<file path="src/rtl/fetch_ctrl_if.sv">
// Fetch-side bus: instruction ROM address/data plus the valid/ready stage
// that hands fetched words to decode.
interface fetch_ctrl_if #(
  parameter int ADDR_WIDTH = 32,
  parameter int DATA_WIDTH = 32
);
  logic [ADDR_WIDTH-1:0] imem_addr;
  logic [DATA_WIDTH-1:0] imem_data;
  logic                  inst_valid;
  logic                  inst_ready;
  logic [DATA_WIDTH-1:0] inst_out;
  logic [ADDR_WIDTH-1:0] inst_pc;

  // Fetch controller side
  modport master (
    output imem_addr,
    input  imem_data,
    output inst_valid,
    input  inst_ready,
    output inst_out,
    output inst_pc
  );

  // ROM + decode side
  modport slave (
    input  imem_addr,
    output imem_data,
    input  inst_valid,
    output inst_ready,
    input  inst_out,
    input  inst_pc
  );
endinterface

</file>
<file path="src/rtl/fetch_ctrl.sv">
// Instruction-fetch sequencer: owns the PC, reads the combinational ROM,
// handles redirects and halt/resume, and presents words to decode through
// a single registered valid/ready stage.
//
// state | meaning
// IDLE  | just out of reset, moves to RUN on the next edge, no loads
// RUN   | fetching one word per cycle when the output stage can take it
// HALT  | no loads; a presented word may still drain; pc moves only on redirect
module fetch_ctrl #(
  parameter int                    ADDR_WIDTH = 32,
  parameter int                    DATA_WIDTH = 32,
  parameter logic [ADDR_WIDTH-1:0] RESET_PC   = '0
) (
  input  logic                  clk,
  input  logic                  rst_n,
  fetch_ctrl_if.master          bus,
  input  logic                  redirect_valid,
  input  logic [ADDR_WIDTH-1:0] redirect_pc,
  input  logic                  halt_req,
  input  logic                  resume,
  output logic                  running,
  output logic                  misalign,
  output logic [31:0]           fetch_count
);

  typedef enum logic [1:0] {S_IDLE, S_RUN, S_HALT} state_t;

  localparam logic [ADDR_WIDTH-1:0] PC_INIT = {RESET_PC[ADDR_WIDTH-1:2], 2'b00};

  state_t                state_q, state_d;
  logic [ADDR_WIDTH-1:0] pc_q, pc_d;
  logic                  inst_valid_q, inst_valid_d;
  logic [DATA_WIDTH-1:0] inst_out_q, inst_out_d;
  logic [ADDR_WIDTH-1:0] inst_pc_q, inst_pc_d;
  logic                  running_q, running_d;
  logic                  misalign_q, misalign_d;
  logic [31:0]           fetch_count_q, fetch_count_d;
  logic                  xfer;
  logic                  load;

  // Next-state: redirect beats load; a transfer in the redirect cycle still counts
  always_comb begin
    state_d       = state_q;
    pc_d          = pc_q;
    inst_valid_d  = inst_valid_q;
    inst_out_d    = inst_out_q;
    inst_pc_d     = inst_pc_q;
    misalign_d    = misalign_q;
    fetch_count_d = fetch_count_q;

    xfer = inst_valid_q && bus.inst_ready;
    load = (state_q == S_RUN) && !halt_req && !redirect_valid &&
           (!inst_valid_q || bus.inst_ready);

    if (xfer) begin
      fetch_count_d = fetch_count_q + 32'd1;
    end

    if (redirect_valid) begin
      pc_d         = {redirect_pc[ADDR_WIDTH-1:2], 2'b00};
      inst_valid_d = 1'b0;
      if (redirect_pc[1:0] != 2'b00) begin
        misalign_d = 1'b1;
      end
    end else if (load) begin
      inst_out_d   = bus.imem_data;
      inst_pc_d    = pc_q;
      inst_valid_d = 1'b1;
      pc_d         = pc_q + ADDR_WIDTH'(4);
    end else if (xfer) begin
      inst_valid_d = 1'b0;
    end

    case (state_q)
      S_IDLE:  state_d = S_RUN;
      S_RUN:   if (halt_req) state_d = S_HALT;
      S_HALT:  if (resume && !halt_req) state_d = S_RUN;
      default: state_d = S_IDLE;
    endcase

    running_d = (state_d == S_RUN);
  end

  // State and output registers, synchronous active-low reset
  always_ff @(posedge clk) begin
    if (!rst_n) begin
      state_q       <= S_IDLE;
      pc_q          <= PC_INIT;
      inst_valid_q  <= 1'b0;
      inst_out_q    <= '0;
      inst_pc_q     <= '0;
      running_q     <= 1'b0;
      misalign_q    <= 1'b0;
      fetch_count_q <= '0;
    end else begin
      state_q       <= state_d;
      pc_q          <= pc_d;
      inst_valid_q  <= inst_valid_d;
      inst_out_q    <= inst_out_d;
      inst_pc_q     <= inst_pc_d;
      running_q     <= running_d;
      misalign_q    <= misalign_d;
      fetch_count_q <= fetch_count_d;
    end
  end

  assign bus.imem_addr  = pc_q;
  assign bus.inst_valid = inst_valid_q;
  assign bus.inst_out   = inst_out_q;
  assign bus.inst_pc    = inst_pc_q;
  assign running        = running_q;
  assign misalign       = misalign_q;
  assign fetch_count    = fetch_count_q;

endmodule
</file>
<file path="src/flat_wrapper.sv">
// flat-port wrapper written by rule: the top's interface ports become plain ports
module fetch_ctrl_flat 
#(
  parameter int                    ADDR_WIDTH = 32,
  parameter int                    DATA_WIDTH = 32,
  parameter logic [ADDR_WIDTH-1:0] RESET_PC   = '0
)
  (clk, rst_n, redirect_valid, redirect_pc, halt_req, resume, running, misalign, fetch_count, bus_imem_addr, bus_imem_data, bus_inst_valid, bus_inst_ready, bus_inst_out, bus_inst_pc);
  fetch_ctrl_if #(.ADDR_WIDTH(ADDR_WIDTH), .DATA_WIDTH(DATA_WIDTH)) bus_i ();
  input  logic clk;
  input  logic rst_n;
  input  logic redirect_valid;
  input  logic [ADDR_WIDTH-1:0] redirect_pc;
  input  logic halt_req;
  input  logic resume;
  output logic running;
  output logic misalign;
  output logic [31:0] fetch_count;
  output wire logic [$bits(bus_i.imem_addr)-1:0] bus_imem_addr;
  input wire logic [$bits(bus_i.imem_data)-1:0] bus_imem_data;
  output wire logic [$bits(bus_i.inst_valid)-1:0] bus_inst_valid;
  input wire logic [$bits(bus_i.inst_ready)-1:0] bus_inst_ready;
  output wire logic [$bits(bus_i.inst_out)-1:0] bus_inst_out;
  output wire logic [$bits(bus_i.inst_pc)-1:0] bus_inst_pc;
  assign bus_imem_addr = bus_i.imem_addr;
  assign bus_i.imem_data = bus_imem_data;
  assign bus_inst_valid = bus_i.inst_valid;
  assign bus_i.inst_ready = bus_inst_ready;
  assign bus_inst_out = bus_i.inst_out;
  assign bus_inst_pc = bus_i.inst_pc;
  fetch_ctrl #(.ADDR_WIDTH(ADDR_WIDTH), .DATA_WIDTH(DATA_WIDTH), .RESET_PC(RESET_PC)) u_core (.clk(clk), .rst_n(rst_n), .bus(bus_i), .redirect_valid(redirect_valid), .redirect_pc(redirect_pc), .halt_req(halt_req), .resume(resume), .running(running), .misalign(misalign), .fetch_count(fetch_count));
endmodule
</file>
<file path="config.mk">
export PLATFORM = sky130hd
export DESIGN_NAME = fetch_ctrl_flat
export DESIGN_NICKNAME = d
export VERILOG_FILES = /design/src/rtl/fetch_ctrl_if.sv /design/src/rtl/fetch_ctrl.sv /design/src/flat_wrapper.sv
export SDC_FILE = /design/constraint.sdc
export NUM_CORES = 1
export LEC_CHECK = 0
export CAP_MARGIN = 0
export CORE_MARGIN = 1
export CORE_UTILIZATION = 45
export CTS_BUF_LIST = sky130_fd_sc_hd__clkbuf_16
export DETAILED_ROUTE_END_ITERATION = 8
export PLACE_DENSITY = 0.8
export REMOVE_ABC_BUFFERS = 1
export SYNTH_ARGS = -nofsm -noshare
export SYNTH_HDL_FRONTEND = slang
export SYNTH_SLANG_ARGS = --single-unit
export TNS_END_PERCENT = 10
</file>
<file path="constraint.sdc">
create_clock -name clk -period 2.4 [get_ports clk]
set_input_delay 0.48 -clock clk [delete_from_list [all_inputs] [get_ports clk]]
set_output_delay 0.48 -clock clk [all_outputs]
set_load 0.02 [all_outputs]
</file>
==> results of run 1 <==
[critical path: stages]
cell and delay (ps):
clkdlybuf4s50_1 600, nand3_2 110, or4_4 590, or4_1 540
a21oi_1 200
[power by group]
part / switching (mW) / leakage [nW] / internal (mW)
registers: 0.0800 / 1.05 / 2.21
clock network: 0.894 / 0.284 / 1.58
logic: 0.292 / 1.49 / 0.293
total: 1.27 / 2.82 / 4.09
[state kept, by name, summed over array words and instances, names as in the netlist]
register and flops:
u_core.bus.inst_out 32, u_core.fetch_count 32, u_core.bus.inst_pc 30, u_core.bus.imem_addr 30, u_core.misalign 1, u_core.running 1, u_core.state_q 2, u_core.bus.inst_valid 1
[stage by stage]
step	instance area (um2)	utilization	total power, mW	setup TNS [ps]
after detailed placement	7946	0.6507	2.916	-1454
final	8502	0.6962	5.352	0
after global placement	7946	0.6507	2.899	-326.6
after CTS	8502	0.6962	5.387	0
after floorplan	5489	-	2.559	-50020
after global routing	8502	0.6962	5.533	0
[placed cells by master (no fill, tap or decap), types with 13 or more instances in the layout]
| cell | synthesis | final |
|---|---|---|
| a31oi_1 | 14 | 14 |
| o31ai_1 | 22 | 22 |
| or4_1 | 27 | 27 |
| clkbuf_16 | 0 | 17 |
| inv_1 | 12 | 14 |
| o21ai_0 | 28 | 28 |
| or3_1 | 13 | 13 |
| and4_1 | 14 | 14 |
| nand4_1 | 22 | 22 |
| buf_4 | 4 | 31 |
| nor2_1 | 23 | 23 |
| a21oi_1 | 92 | 92 |
| nand2_1 | 155 | 155 |
| nand3_1 | 24 | 23 |
| dfxtp_1 | 129 | 129 |
| clkdlybuf4s50_1 | 0 | 196 |
[final timing paths]
kind                                        startpoint                                   end  slack, ps  cells past startpoint
setup reg to reg    u_core.fetch_count[2]$_SDFFE_PN0P_   u_core.fetch_count[20]$_SDFFE_PN0P_        290                      4
setup / recovery                        bus_inst_ready   u_core.fetch_count[20]$_SDFFE_PN0P_        210                      5
hold reg to reg   u_core.bus.inst_out[11]$_SDFFE_PN0P_  u_core.bus.inst_out[11]$_SDFFE_PN0P_        450                      2
hold / removal    u_core.bus.inst_out[11]$_SDFFE_PN0P_  u_core.bus.inst_out[11]$_SDFFE_PN0P_        450                      2
[per-layer routing]
metal | global-route usage | part of all wire | up-vias
met5 | 0 | 0 | -
met4 | 0.1108 | 0.019 | 0
met3 | 0.09752 | 0.081 | 30
met2 | 0.4426 | 0.49 | 256
met1 | 0.3220 | 0.41 | 2917
li1 | - | - | 2955
[final cells by class]
class / count / area [um2] / area share
clock buffer: 17 / 425.4 / 0.05004
inverter: 12 / 46.29 / 0.005445
timing repair buffer: 229 / 2235 / 0.2628
sequential: 129 / 2582 / 0.3038
multi-input combinational: 523 / 2873 / 0.3379
tap: 168 / 210.2 / 0.02472
clock inverter: 13 / 130.1 / 0.01531
[kinds of logic after synthesis]
kind of cell,share of synthesized area
and+or+nand+nor,0.2896
AOI/OAI and AO/OA,0.1746
DFF,0.4505
buffers and inverters,0.05238
xor gates and xnor gates,0.02444
adders and majority gates,0.004364
muxes,0.003492
other,0.0006541
==> impl_metrics.ini, run 1 <==
[outcome]
run_status = finished clean

[setup_path]
crit_path_max_fanout = 12
crit_arrival_ps = 2520
setup.worst_path.start_class = input pin
crit_required_ps = 2730
worst_setup_path_end_kind = register
critical_path_class = input pin to register

[sta]
timing.slew.headroom = 0.5659
postLayoutSetupSlackWorst_ps = 212.3
final_min_period_over_clock_period = 0.9115
max_slew.worst_pin.slew_ps = 651.2
report.final.setup_viol = 0
final_period_minus_worst_setup_slack_ps = 2188
fmaxAchievable_ghz = 0.4571
report.final.hold_viol_count = 0
hold_slack_ps = 452.1
final.setup_skew_ps = 7.401
drv_slew = 0
grt_setup_unrepaired = no

[floorplanning]
die-width_um = 114.9
dieHeight_um = 114.9
io_pins = 201
coreArea_um2 = 12210
fp-row-count = 40
die_area_um2 = 13200
initial_utilization = 0.4695

[pwr]
vdd_ir_drop_max_mv = 0.5213
p_leak_nw = 2.824
power_density_nw_per_um2 = 629.5

[global_route]
grt.overflow.total = 0
globalRouteTotalUtil = 0.2704
grt_start_max_net_pins = 61
initial_antenna_violation_count = 0
grt_pass1_wl_um = 27970
first_global_vias = 5858

[synthesis]
synthCells = 717
synth_common_cells = nand2_1 (155), dfxtp_1 (129), a21oi_1 (92)
ys.warnings.count = 0
yosysTopAreaCell = dfxtp_1
synth.distinct_cells = 48
synth_async_sr_flop_share = 0
ys_top_cells_by_area = dfxtp_1 (45%), nand2_1 (10%), a21oi_1 (8.0%)
mappedNetlistArea_um2 = 5733
postSynthAreaPerCell_um2 = 7.996
synth_top_cell_area_share = 0.4505
postSynth.topFlopCell = dfxtp_1
synth_seq_cells = 129
ys_seq_area_frac = 0.4505
post-synth-top-count-cell = nand2_1
number_of_enable_type_register_cells_in_the_synthesized_netlist = 0

[cells_and_area]
area_growth_pct = 48.30
post_layout_cell_count = 1091
filler_cells_inserted = 1029
fin_nets = 984
antenna-diode-count = 0
final_layout_size_suffix_gt1_frac = 0.07042

[clock_network]
post_cts_resized = 0
cts.sink_count = 129
cts-buffers-inserted = 17
worstSkewPairLatency_ps = 420
post_cts.repair.setup_buffers = 0
clk_root_buffer_cell = clkbuf_16
cts_tree = done
h-tree-depth = 4
clkSlewWorstSetupHoldPaths_ps = 50
clk_path_buf_depth = 2
post_cts_hold_buffer_count = 0

[detailed_routing]
drt-wirelength-per-cell_um = 15.90
drt_drc_violations_left = 0
length_of_the_first_detailed_routing_pass_in_iterations = 5
ant_nets = 0
vias = 6158
drtIter0Drc = 634
route.final.wire_length_um = 17340
post_drt_via_cell_ratio = 5.644

[placement]
dpl.cell_count = 1061
detailedPlacementHpwl_um = 12340
port-buffer-count = 196
rd_place_congestion = 0.8224
worst_slack_at_placement_ps = -159.8

[worst_hold_path]
timing.hold.worst.class = register to register

[run]
cap_viol_max_count = 0
Power figures use the tool's default switching activity.
==> run 2, diff against run 1 <==
- CAP_MARGIN: 0 -> default
==> results of run 2 <==
Same layout as run 1: the final DEF is identical, and so are final timing and power.
==> run 3, diff against run 2 <==
- CORE_UTILIZATION: 45 -> 63
- DONT_BUFFER_PORTS: default -> 1
- PLACE_DENSITY: 0.8 -> 0.79
- SLEW_MARGIN: default -> 20
==> run 3 against run 2 <==
  * Non-clock buffer count down 193
  * Power shrank 4.9%
  * Combinational power is 53% lower
  * Final area fell by 24%
  * Sequential power is 3% higher
  * Clock power about the same
  * Worst hold slack worse by 250 ps
  * Global-route usage rose by 4.7 points
  * Critical endpoint is now u_core.bus.imem_addr[12]$_SDFFE_PN0P_
  * Largest cell class unchanged
  * Highest routed layer unchanged
==> impl_metrics.ini, run 3 (synthesized netlist as in run 1, its figures left out) <==
[outcome]
run_status = finished clean

[sta]
max_slew.worst_pin.slew_ps = 568.7
grt_setup_unrepaired = no
postLayoutSetupSlackWorst_ps = 275.7
report.final.setup_viol = 0
final_min_period_over_clock_period = 0.8851
final_period_minus_worst_setup_slack_ps = 2124
final.setup_skew_ps = 10.20
report.final.hold_viol_count = 0
fmaxAchievable_ghz = 0.4707
fin_tns_setup_ps = 0
drv_slew = 0
timing.slew.headroom = 0.6200

[detailed_routing]
drt-wirelength-per-cell_um = 17.80
ant_nets = 0
drtIter0Drc = 311
length_of_the_first_detailed_routing_pass_in_iterations = 5
route.final.wire_length_um = 14970
post_drt_via_cell_ratio = 6.310
vias = 5307
drt_drc_violations_left = 0

[pwr]
vdd_ir_drop_max_mv = 0.4830
power_density_nw_per_um2 = 786.1
p_leak_nw = 2.133

[worst_hold_path]
timing.hold.worst_path_depth = 2
timing.hold.worst.class = input pin to register

[clock_network]
clk_root_buffer_cell = clkbuf_16
h-tree-depth = 4
cts-buffers-inserted = 17
post_cts_hold_buffer_count = 0
cts.sink_count = 129
worstSkewPairLatency_ps = 410
cts_tree = done
post_cts_resized = 0
clk_path_buf_depth = 2
post_cts.repair.setup_buffers = 0
clkSlewWorstSetupHoldPaths_ps = 60

[setup_path]
setup.worst_path.start_class = register
crit_required_ps = 2670
crit_path_max_fanout = 14
crit_arrival_ps = 2390
critical_path_class = register to register
worst_setup_path_end_kind = register
reg2reg_depth = 5

[floorplanning]
coreArea_um2 = 8763
die_area_um2 = 9486
io_pins = 201
dieHeight_um = 97.40
initial_utilization = 0.6542
fp-row-count = 34
die-width_um = 97.40

[run]
cap_viol_max_count = 0

[placement]
worst_slack_at_placement_ps = 305.8
dpl.cell_count = 808
detailedPlacementHpwl_um = 10260
rd_place_congestion = 0.8650
port-buffer-count = 0

[global_route]
grt_start_max_net_pins = 49
initial_antenna_violation_count = 1
grt_pass1_wl_um = 24500
first_global_vias = 5041
grt.overflow.total = 0
globalRouteTotalUtil = 0.3172

[cells_and_area]
layout_commonest_cell = nand2_1
final_layout_size_suffix_gt1_frac = 0.09973
area_growth_pct = 12.99
post_layout_cell_count = 841
final_cell_mix = nand2_1 (155), dfxtp_1 (129), a21oi_1 (92)
fin_nets = 791
==> run 3: routing by layer <==
metal | vias up | GRT usage | part of all wire
li1 | 2585 | - | -
met2 | 240 | 0.5282 | 0.49
met3 | 35 | 0.1259 | 0.11
met1 | 2447 | 0.3742 | 0.38
met4 | 0 | 0.09955 | 0.024
met5 | - | 0 | 0
==> run 3: through the flow <==
stage                       util  instance area (um2)  hold slack, ps  power, mW
after floorplan                -                 5489           522.2      2.559
after global placement    0.6740                 5907           534.8      2.649
after detailed placement  0.6740                 5907           541.5      2.661
after CTS                 0.7389                 6475           184.4      5.105
after global routing      0.7391                 6477           190.0      5.245
final                     0.7391                 6477           200.3      5.092
==> run 3: final timing paths <==
check	from	end	slack (ps)
max reg2reg	u_core.state_q[0]$_SDFF_PN0_	u_core.bus.imem_addr[12]$_SDFFE_PN0P_	280
max	u_core.state_q[0]$_SDFF_PN0_	u_core.bus.imem_addr[12]$_SDFFE_PN0P_	280
min	bus_imem_data[24]	u_core.bus.inst_out[24]$_SDFFE_PN0P_	200
min reg2reg	u_core.misalign$_SDFFE_PN0P_	u_core.misalign$_SDFFE_PN0P_	550
==> run 3: critical path, cell delays in order, from the launching register on <==
cell      delay [ps]
dfxtp_1          420
nor3b_4          450
nand3_2          350
buf_4            280
o311ai_0         350
a31oi_1          130
==> run 3: final cells by class <==
class                   count  area [um2]
clock inverters            15       142.6
flip-flops and latches    129        2582
well taps                 108       135.1
diodes                      1       2.502
repair buffers             36       270.3
fillers                   698        2286
clock buffers              17       425.4
multi-input cells         523        2873
inverters                  12       46.29
==> run 3: power breakdown <==
part | internal, mW | total, mW | switching, mW | leakage, nW
clock | 1.52 | 2.47 | 0.953 | 0.275
combinational | 0.0969 | 0.275 | 0.178 | 0.808
sequential | 2.21 | 2.35 | 0.136 | 1.05
